$ cat src/rtl/cell_redraw_ctl.sv
// -----------------------------------------------------------------------------
// cell_redraw_ctl
//
// Purpose
//   Paces the board scan counter and decides which cells must be redrawn.
//   Each scanned cell is captured from the scan indices. One cycle later its
//   board-memory state is compared against a shadow copy of what was last
//   drawn. A redraw request is queued when the state differs, or
//   unconditionally during the full pass that follows a level change. Queued
//   requests are handed to the cell drawer over a valid/ready handshake.
//
// Ports
//   clk            system clock
//   rst            asynchronous, active-high reset
//   level[1:0]     game level; 0 = no board, 1-3 = active board
//   button_num     board dimension in cells per side (1..MAX_DIM)
//   arr_x_refresh  scan column from the scan counter
//   arr_y_refresh  scan row from the scan counter
//   counting       advance enable back to the scan counter
//   mem_addr       board memory read address {row, column}, combinational
//   mem_data       board memory read data, one cycle after mem_addr
//   req_valid      redraw request valid (request queue non-empty)
//   req_ready      drawer accepts the head request
//   req_x, req_y   cell coordinates of the head request
//   req_state      cell state to draw
//   redraw_cnt     (REDRAW_STATS_EN only) pushes made in the last complete pass
//
// Configuration
//   REDRAW_STATS_EN : when defined, adds the redraw_cnt output and its counter.
//
// FIFO_DEPTH must be a power of two and at least 2.
// -----------------------------------------------------------------------------
module cell_redraw_ctl #(
   parameter int MAX_DIM    = 16,
   parameter int STATE_W    = 4,
   parameter int FIFO_DEPTH = 4
) (
   input  logic               clk,
   input  logic               rst,
   input  logic [1:0]         level,
   input  logic [4:0]         button_num,
   input  logic [4:0]         arr_x_refresh,
   input  logic [4:0]         arr_y_refresh,
   output logic               counting,
   output logic [9:0]         mem_addr,
   input  logic [STATE_W-1:0] mem_data,
   output logic               req_valid,
   input  logic               req_ready,
   output logic [4:0]         req_x,
   output logic [4:0]         req_y,
   output logic [STATE_W-1:0] req_state
`ifdef REDRAW_STATS_EN
   ,
   output logic [9:0]         redraw_cnt
`endif
);

   localparam int IDX_W    = $clog2(MAX_DIM);
   // Shadow is indexed by {y, x} truncated to IDX_W bits each; for a
   // power-of-two MAX_DIM this is exactly MAX_DIM*MAX_DIM entries.
   localparam int SH_DEPTH = 2 ** (2 * IDX_W);
   localparam int AW       = $clog2(FIFO_DEPTH);
   localparam int CNT_W    = AW + 1;
   localparam logic [CNT_W:0] DEPTH_L = (CNT_W + 1)'(FIFO_DEPTH);

   typedef enum logic [1:0] {
      ST_IDLE,
      ST_WAIT_ORIGIN,
      ST_FULL_PASS,
      ST_DELTA
   } state_t;

   // ---------------------------------------------------------------------
   // State
   // ---------------------------------------------------------------------
   state_t             state_q, state_d;
   logic [1:0]         level_q, level_d;
   logic               s1_valid_q, s1_valid_d;
   logic [4:0]         s1_x_q, s1_x_d;
   logic [4:0]         s1_y_q, s1_y_d;

   logic [AW-1:0]      wr_ptr_q, wr_ptr_d;
   logic [AW-1:0]      rd_ptr_q, rd_ptr_d;
   logic [CNT_W-1:0]   count_q, count_d;

   logic [4:0]         fifo_x_mem  [FIFO_DEPTH];
   logic [4:0]         fifo_y_mem  [FIFO_DEPTH];
   logic [STATE_W-1:0] fifo_st_mem [FIFO_DEPTH];

   logic [STATE_W-1:0] shadow_mem  [SH_DEPTH];
   logic [STATE_W-1:0] shadow_rd_q;

   logic               push;
   logic               pop;
   logic               flush;
   logic               at_origin;
   logic               at_pass_end;
   logic               cell_changed;
   logic [4:0]         last_idx;
   logic [CNT_W:0]     occupancy;
   logic [2*IDX_W-1:0] cap_idx;
   logic [2*IDX_W-1:0] s1_idx;

   assign mem_addr = {arr_y_refresh, arr_x_refresh};

   assign cap_idx  = {arr_y_refresh[IDX_W-1:0], arr_x_refresh[IDX_W-1:0]};
   assign s1_idx   = {s1_y_q[IDX_W-1:0], s1_x_q[IDX_W-1:0]};

   // button_num=0 is illegal, so the 5-bit wrap of button_num-1 is harmless.
   assign last_idx    = button_num - 5'd1;
   assign at_origin   = s1_valid_q && (s1_x_q == 5'd0) && (s1_y_q == 5'd0);
   assign at_pass_end = s1_valid_q && (s1_x_q == last_idx) && (s1_y_q == last_idx);
   assign cell_changed = (mem_data != shadow_rd_q);

   // Entries already queued plus the one in flight in s1 must leave room,
   // so a push can never meet a full queue.
   assign occupancy = {1'b0, count_q} + {{CNT_W{1'b0}}, s1_valid_q};
   assign counting  = (level != 2'd0) && (state_q != ST_IDLE) && (occupancy < DEPTH_L);

   // ---------------------------------------------------------------------
   // FSM, capture stage and push decision
   // ---------------------------------------------------------------------
   always_comb begin
      state_d    = state_q;
      level_d    = level;
      s1_valid_d = counting;
      s1_x_d     = s1_x_q;
      s1_y_d     = s1_y_q;
      push       = 1'b0;
      flush      = 1'b0;

      if (counting) begin
         s1_x_d = arr_x_refresh;
         s1_y_d = arr_y_refresh;
      end

      case (state_q)
         ST_IDLE: begin
            if (level != 2'd0) begin
               state_d = ST_WAIT_ORIGIN;
            end
         end
         ST_WAIT_ORIGIN: begin
            // The origin cell itself opens the full pass and is drawn.
            if (at_origin) begin
               push    = 1'b1;
               state_d = at_pass_end ? ST_DELTA : ST_FULL_PASS;
            end
         end
         ST_FULL_PASS: begin
            if (s1_valid_q) begin
               push = 1'b1;
               if (at_pass_end) begin
                  state_d = ST_DELTA;
               end
            end
         end
         ST_DELTA: begin
            if (s1_valid_q && cell_changed) begin
               push = 1'b1;
            end
         end
         default: begin
            state_d = ST_IDLE;
         end
      endcase

      // Board removal and level changes override everything above; the cell
      // in flight belongs to the old board and is discarded.
      if (level == 2'd0) begin
         state_d    = ST_IDLE;
         flush      = 1'b1;
         push       = 1'b0;
         s1_valid_d = 1'b0;
      end else if (level != level_q) begin
         state_d    = ST_WAIT_ORIGIN;
         flush      = 1'b1;
         push       = 1'b0;
         s1_valid_d = 1'b0;
      end
   end

   // ---------------------------------------------------------------------
   // Request queue control
   // ---------------------------------------------------------------------
   assign req_valid = (count_q != {CNT_W{1'b0}});
   assign pop       = req_valid && req_ready;

   always_comb begin
      wr_ptr_d = wr_ptr_q;
      rd_ptr_d = rd_ptr_q;
      count_d  = count_q;
      if (flush) begin
         wr_ptr_d = {AW{1'b0}};
         rd_ptr_d = {AW{1'b0}};
         count_d  = {CNT_W{1'b0}};
      end else begin
         if (push) begin
            wr_ptr_d = wr_ptr_q + {{(AW-1){1'b0}}, 1'b1};
         end
         if (pop) begin
            rd_ptr_d = rd_ptr_q + {{(AW-1){1'b0}}, 1'b1};
         end
         count_d = count_q + {{(CNT_W-1){1'b0}}, push} - {{(CNT_W-1){1'b0}}, pop};
      end
   end

   // Storage is not reset, so the head is masked while the queue is empty;
   // this keeps the payload at zero out of reset and after a flush.
   assign req_x     = req_valid ? fifo_x_mem[rd_ptr_q]  : 5'd0;
   assign req_y     = req_valid ? fifo_y_mem[rd_ptr_q]  : 5'd0;
   assign req_state = req_valid ? fifo_st_mem[rd_ptr_q] : {STATE_W{1'b0}};

   // ---------------------------------------------------------------------
   // Control registers
   // ---------------------------------------------------------------------
   always_ff @(posedge clk or posedge rst) begin
      if (rst) begin
         state_q    <= ST_IDLE;
         level_q    <= 2'd0;
         s1_valid_q <= 1'b0;
         s1_x_q     <= 5'd0;
         s1_y_q     <= 5'd0;
         wr_ptr_q   <= {AW{1'b0}};
         rd_ptr_q   <= {AW{1'b0}};
         count_q    <= {CNT_W{1'b0}};
      end else begin
         state_q    <= state_d;
         level_q    <= level_d;
         s1_valid_q <= s1_valid_d;
         s1_x_q     <= s1_x_d;
         s1_y_q     <= s1_y_d;
         wr_ptr_q   <= wr_ptr_d;
         rd_ptr_q   <= rd_ptr_d;
         count_q    <= count_d;
      end
   end

   // ---------------------------------------------------------------------
   // Storage: request queue and shadow of drawn states
   // ---------------------------------------------------------------------
   always_ff @(posedge clk) begin
      if (push) begin
         fifo_x_mem[wr_ptr_q]  <= s1_x_q;
         fifo_y_mem[wr_ptr_q]  <= s1_y_q;
         fifo_st_mem[wr_ptr_q] <= mem_data;
      end
   end

   // The shadow is read at capture time so its value lines up with mem_data
   // in the compare cycle. A write to the very cell being captured (only
   // possible on a 1x1 board) is forwarded so the compare sees fresh data.
   always_ff @(posedge clk) begin
      if (push) begin
         shadow_mem[s1_idx] <= mem_data;
      end
      if (counting) begin
         if (push && (s1_idx == cap_idx)) begin
            shadow_rd_q <= mem_data;
         end else begin
            shadow_rd_q <= shadow_mem[cap_idx];
         end
      end
   end

`ifdef REDRAW_STATS_EN
   // ---------------------------------------------------------------------
   // Per-pass redraw statistics
   // ---------------------------------------------------------------------
   logic [9:0] stat_cnt_q, stat_cnt_d;
   logic [9:0] redraw_cnt_q, redraw_cnt_d;
   logic [9:0] stat_inc;

   assign stat_inc = (stat_cnt_q == 10'd1023) ? 10'd1023
                                               : stat_cnt_q + {9'd0, push};

   always_comb begin
      stat_cnt_d   = stat_inc;
      redraw_cnt_d = redraw_cnt_q;
      if (flush) begin
         stat_cnt_d = 10'd0;
      end else if (at_pass_end) begin
         // The last cell's own push is part of the pass being reported.
         redraw_cnt_d = stat_inc;
         stat_cnt_d   = 10'd0;
      end
   end

   always_ff @(posedge clk or posedge rst) begin
      if (rst) begin
         stat_cnt_q   <= 10'd0;
         redraw_cnt_q <= 10'd0;
      end else begin
         stat_cnt_q   <= stat_cnt_d;
         redraw_cnt_q <= redraw_cnt_d;
      end
   end

   assign redraw_cnt = redraw_cnt_q;
`endif

endmodule

$ cat config.mk
export PLATFORM = sky130hd
export DESIGN_NAME = cell_redraw_ctl
export DESIGN_NICKNAME = d
export VERILOG_FILES = /design/src/rtl/cell_redraw_ctl.sv
export SDC_FILE = /design/constraint.sdc
export NUM_CORES = 1
export LEC_CHECK = 0
export CORE_MARGIN = 1.5
export CORE_UTILIZATION = 25
export CTS_CLUSTER_DIAMETER = 100
export DETAILED_ROUTE_END_ITERATION = 6
export PLACE_DENSITY_LB_ADDON = 0.3
export SETUP_SLACK_MARGIN = 0.05
export SYNTH_ARGS = -nofsm -noshare
export SYNTH_HDL_FRONTEND = slang
export SYNTH_SLANG_ARGS = --single-unit
$ cat constraint.sdc
create_clock -name clk -period 10.3 [get_ports clk]
set_input_delay 1.03 -clock clk [delete_from_list [all_inputs] [get_ports clk]]
set_output_delay 1.03 -clock clk [all_outputs]
set_load 0.1 [all_outputs]
-- Word-level counts from Yosys, hierarchy flattened
Memory sizes are Yosys's and may differ from the RTL's. A register that Yosys moved wholly into a read port is not among the register bits.
Index checks and enable logic that the tools add are counted.
- flip-flop bits (word level): 22
- bits in writable memories: 1080
- input bits: 24
- output and inout bits: 26
- word-level logic and storage cells: 77
- memories kept: 4
- memories (memory ; depth ; width ; read ports ; clocked after memory_dff ; write ports ; RTL line ; source):
    shadow_mem ; 256 ; 4 ; 1 ; 1 ; 1 ; 90 ; logic [STATE_W-1:0] shadow_mem [SH_DEPTH];
    fifo_x_mem ; 4 ; 5 ; 1 ; 0 ; 1 ; 86 ; logic [4:0] fifo_x_mem [FIFO_DEPTH];
    fifo_y_mem ; 4 ; 5 ; 1 ; 0 ; 1 ; 87 ; logic [4:0] fifo_y_mem [FIFO_DEPTH];
    fifo_st_mem ; 4 ; 4 ; 1 ; 0 ; 1 ; 88 ; logic [STATE_W-1:0] fifo_st_mem [FIFO_DEPTH];
- add/sub/neg operators: 6
- magnitude comparators: 1
- equal/unequal tests: 11
- multiplexer cells: 28
- reductions and logical operators: 19
- operators by type and width (cell ; number):
    two-way mux 2 bit ; 10
    != test 4 bit, second input constant ; 4
    two-way mux 1 bit ; 12
    equality test 5 bit ; 2
    zero test 5 bit ; 2
    two-way mux 5 bit ; 2
    logical AND 1 bit ; 8
    nonzero test 2 bit ; 4
    one-hot mux 2 bit (3 select lines) ; 1
    AND reduction 5 bit ; 1
    nonzero test 5 bit ; 1
    subtractor 5 x 1 -> 5 bit, second input constant ; 1
    adder 2 x 1 -> 2 bit, second input constant ; 2
    adder 3 x 1 -> 4 bit ; 1
    equality test 2 bit, second input constant ; 2
    zero test 2 bit ; 2
    less-than comparator 4 x 3 -> 1 bit, second input constant ; 1
    two-way mux 4 bit ; 1
    != test 4 bit ; 1
    adder 3 x 1 -> 3 bit ; 1
    two-way mux 3 bit ; 1
    one-hot mux 1 bit (3 select lines) ; 1
    nonzero test 3 bit ; 1
    subtractor 3 x 1 -> 3 bit ; 1
    2 further kinds ; 2

-- Logic depth before layout (Yosys ltp)
- depth after elaboration: 10
- gate-level depth with buffers: 14
- mapped depth without buffers: 12

-- Worst setup path after synthesis
OpenSTA, ideal clock, no wires.
- path type: input -> register
- start: in arr_x_refresh[0]
- end: reg shadow_rd_q[1], read port of shadow_mem (data pin)
- setup time: 0.263 ns
- arrival time: 3.262 ns
- required time: 10.037 ns
- setup slack: 6.776 ns
- stages: 10
- buffers on the path: 5
- cell sequence: buf_2 buf_4 buf_4 buf_2 buf_2 mux4_2 a22oi_1 a31oi_1 nor4_1 a21oi_1
- RTL lines (item ; RTL line ; source):
    from (decl) ; 42 ; input logic [4:0] arr_x_refresh,
    to (decl) ; 91 ; logic [STATE_W-1:0] shadow_rd_q;

-- Worst setup path in the final report
- start: reg s1_y_q[3]
- end: mem shadow_mem[140][2], enable pin
- word-level cells in the longest chain between the ends: 8
- RTL lines (item ; RTL line ; source):
    from (decl) ; 80 ; logic [4:0] s1_y_q, s1_y_d;
    from (signal assigned) ; 232 ; s1_y_q <= s1_y_d;
    zero test 5 bit ; 111 ; assign at_origin = s1_valid_q && (s1_x_q == 5'd0) && (s1_y_q == 5'd0);
    logical AND 1 bit ; 111 ;
    two-way mux 1 bit ; 145 ; if (at_origin) begin
    one-hot mux 1 bit (3 select lines) ; 137 ; case (state_q)
    two-way mux 1 bit ; 175 ; end else if (level != level_q) begin
    two-way mux 1 bit ; 170 ; if (level == 2'd0) begin
    two-way mux 1 bit ; 254 ; if (push) begin
    two-way mux 1 bit (implied by the code) ; 255 ; shadow_mem[s1_idx] <= mem_data;
    to (decl) ; 90 ;
Parallel ways exist; a longest one is shown, timed or not.

==> results.md <==
- Fin crit period: 5026 ps
- Area grow syn2layout: 15.80%
- Largest stage delay, worst path: 1010 ps
- Pre-CTS setup slack: 4909 ps
- Vias: 22686
- Fin. max-slew vios: 0
- Mean cell area of the mapped netlist: 18.08 um^2
- FF-to-FF setup slack: 5270 ps
- Worst-path maximum fanout: 26
- Initial Util: 0.2519
- Post-place instance area: 47570 um^2
- Clk network pwr share: 0.432
- Setup crit end kind: flop
- Hold endpoint: state_q[1]
- Failing checks: DRC
- Layout cell share with drive strength beyond 1: 0.1655
- DIE AREA: 180200 um^2
- RSZ-0062 raised after global routing: false
- Share of the synthesized area in the top cell type: 0.7331
- Share of the yosys chip area belonging to registers: 0.7455
- Yosys Warn Count: 0
- Pin count of the biggest net entering global routing: 192
- Drt drc: 4
- Die Wd: 424.4 um
- Core Area: 176300 um^2
- Post-DP HPWL: 68.51 mm
- Hold_ws: 584.1 ps
- Via-to-Cell Ratio: 4.580
- Synthesized netlist cell count: 2456
- Die Height: 424.4 um
- Register share of total power: 0.508
- Post-layout util: 0.2917
- Placer Congestion: 0.7706
- Crit path cell chain: or4_1 -> nor4_1 -> nand2_1 -> a211oi_4 -> buf_4 -> nand4_1 -> buf_4 -> nor2_1
- Drt pass-1 iters: 7
- Finished Cell Area: 51420 um^2
- Critical R2R Capture: shadow_mem[140][2]
- Post-synth EDFFs: 1084
- Clk_lat worst skew: 730 ps
- Most used cell along the critical path: buf_4
- Worst Hold Class: reg -> reg
- Hold path cells: 1
- Hold path start: state_q[1]
- Root buf cell: clkbuf_16
- Vias in the first global route: 23185
- Combinational group share of total power: 0.060
- Crit path buf inv count: 2
- Startpoint types: flop
- Area contributors post-synth: edfxtp_1, mux4_2, mux2i_1
- I/O Buffers: 49
- H-tree depth: 3
- Top Ports: 50
- Total CTS buffers: 115
- Nets: 2549
- Postcts setup bufs: 0
- Net Sw Frac: 0.2251
- Grt ovf: 0
- Fmax achieved: 199.0 MHz
- First DRT Iteration DRCs: 2046
- Clock tree sinks: 1106
- Most frequent cells in the layout: edfxtp_1, nor2_1, mux2i_1, mux4_2, clkbuf_16
- Clock Tree Buf Depth: 3
- WS Path Type: reg -> reg
- Most common cell after layout, fill and taps aside: edfxtp_1
- Psw: 0.002221 W
- First-pass GRT wire length: 165.0 mm
- Cts repair resizes: 0
- Flops & latches, synth: 1106
- Hold Buf Count CTS: 0
- Power density over the cells: 191.9 nW/um^2
- Period utilisation layout: 0.4880
- Wire length per cell: 22.80 um
- Ys async rst share: 0.01989
- CP max-delay cell: or4_1
- # fillers: 17349
- All-Layer GR Usage: 0.1235
- Outcome: finished, violations left
- WL final: 112.9 mm
- Max IR drop VDD: 0.1184 mV
- Fin Setup TNS: 0 ps
- Worst r2r path cells: 8
- Antenna Violating Nets Remaining: 0
- CP required: 10650 ps
- Slew @ Worst Pin: 1212 ps
- Largest delay share family, worst path: simple AND/OR/NAND/NOR gates
- Post-synthesis cell type count: 59
- CTS tree: yes
- Final Skew: 36.96 ps
- Worst EP arrival: 5380 ps
- Clock slew seen by the registers of the worst setup and hold paths: 60 ps
- Setup slack after layout: 5274 ps
- Static leakage: 15.96 nW
- Yosys top cell by area: edfxtp_1
- Post-Synthesis Cell Area: 44400 um^2
- Number of setup violations in the final report: 0
- Top FF cell, synth: edfxtp_1
- Max-cap violations: 0
- Final hold violation count: 0
- Slew HR: 0.1855
- Core Rows: 154
- P_int: 0.007648 W
- Worst R2R Start: s1_y_q[3]
- Initial antenna violation count: 1
- Syn Nets: 2493
## worst max-delay path by stage
stage	start	slack [ps]	depth (start not counted)	end
after floorplan	arr_x_refresh[0]	6780	10	shadow_rd_q[1]
after CTS	s1_y_q[3]	5340	8	shadow_mem[122][1]
after detailed placement	arr_x_refresh[0]	4910	11	shadow_rd_q[2]
after global routing	s1_y_q[3]	5150	8	shadow_mem[122][1]
after global placement	arr_x_refresh[0]	4960	9	shadow_rd_q[1]
final	s1_y_q[3]	5270	8	shadow_mem[140][2]
## metrics by stage
step,instances,power (W)
after floorplan,2456,0.005442
after global placement,4735,0.005703
after detailed placement,4735,0.005707
after CTS,4951,0.009968
after global routing,4951,0.01017
final,4953,0.009869
## Yosys cell counts (16+ instances only)
library cell,instances
edfxtp_1,1084
nand2_1,65
o22ai_1,17
dfrtp_1,22
mux4_2,181
a21oi_1,31
a22oi_1,79
nor2_1,296
mux2i_1,211
buf_2,43
buf_1,25
and2_1,25
clkbuf_1,82
nand4_1,22
nand3_1,48
nor2b_1,16
## registers in the layout, summed over array words and instances, names as in the netlist
name / cells
count_q: 3
fifo_st_mem: 16
fifo_x_mem: 20
fifo_y_mem: 20
level_q: 2
rd_ptr_q: 2
s1_valid_q: 1
s1_x_q: 5
s1_y_q: 5
shadow_mem: 1024
shadow_rd_q: 4
state_q: 2
wr_ptr_q: 2
## metal layers
metal | vias up | GRT usage | part of all wire
li1 | 9930 | - | -
met1 | 11977 | 0.1744 | 0.45
met2 | 609 | 0.1983 | 0.47
met3 | 170 | 0.02110 | 0.052
met4 | 0 | 0.02712 | 0.020
met5 | - | 0 | 0
## logic make-up (layout without fill, tap and decap cells)
kind of cell | count (synthesis) | count (layout) | synth area share
buffers and inverters | 178 | 333 | 0.01736
and+or+nand+nor | 534 | 534 | 0.05475
DFF | 1106 | 1106 | 0.7455
xor gates and xnor gates | 20 | 20 | 0.003945
AOI/OAI and AO/OA | 205 | 205 | 0.03325
adders and majority gates | 13 | 13 | 0.003832
other | 0 | 2 | 0
muxes | 400 | 400 | 0.1414
## power groups by stage
stage	Clock, W	Combinational (W)	Sequential [W]
after floorplan	0	0.000361	0.00508
after global placement	0	0.000597	0.00511
after detailed placement	0	0.000600	0.00511
after CTS	0.00436	0.000601	0.00501
after global routing	0.00452	0.000635	0.00501
final	0.00427	0.000590	0.00501
## final cells by class
type                            instances  area [um^2]  area share
Sequential cell                      1106        33100      0.6437
Multi-Input combinational cell       1172        10550      0.2052
Clock buffer                          133         2945     0.05728
Tap cell                             2340         2928     0.05694
Timing Repair Buffer                  102        933.4     0.01815
Clock inverter                         83        898.4     0.01747
Inverter                               15        56.30    0.001095
Antenna cell                            2        5.005  0.00009733
Note: power is estimated with default switching activity, not from simulation.
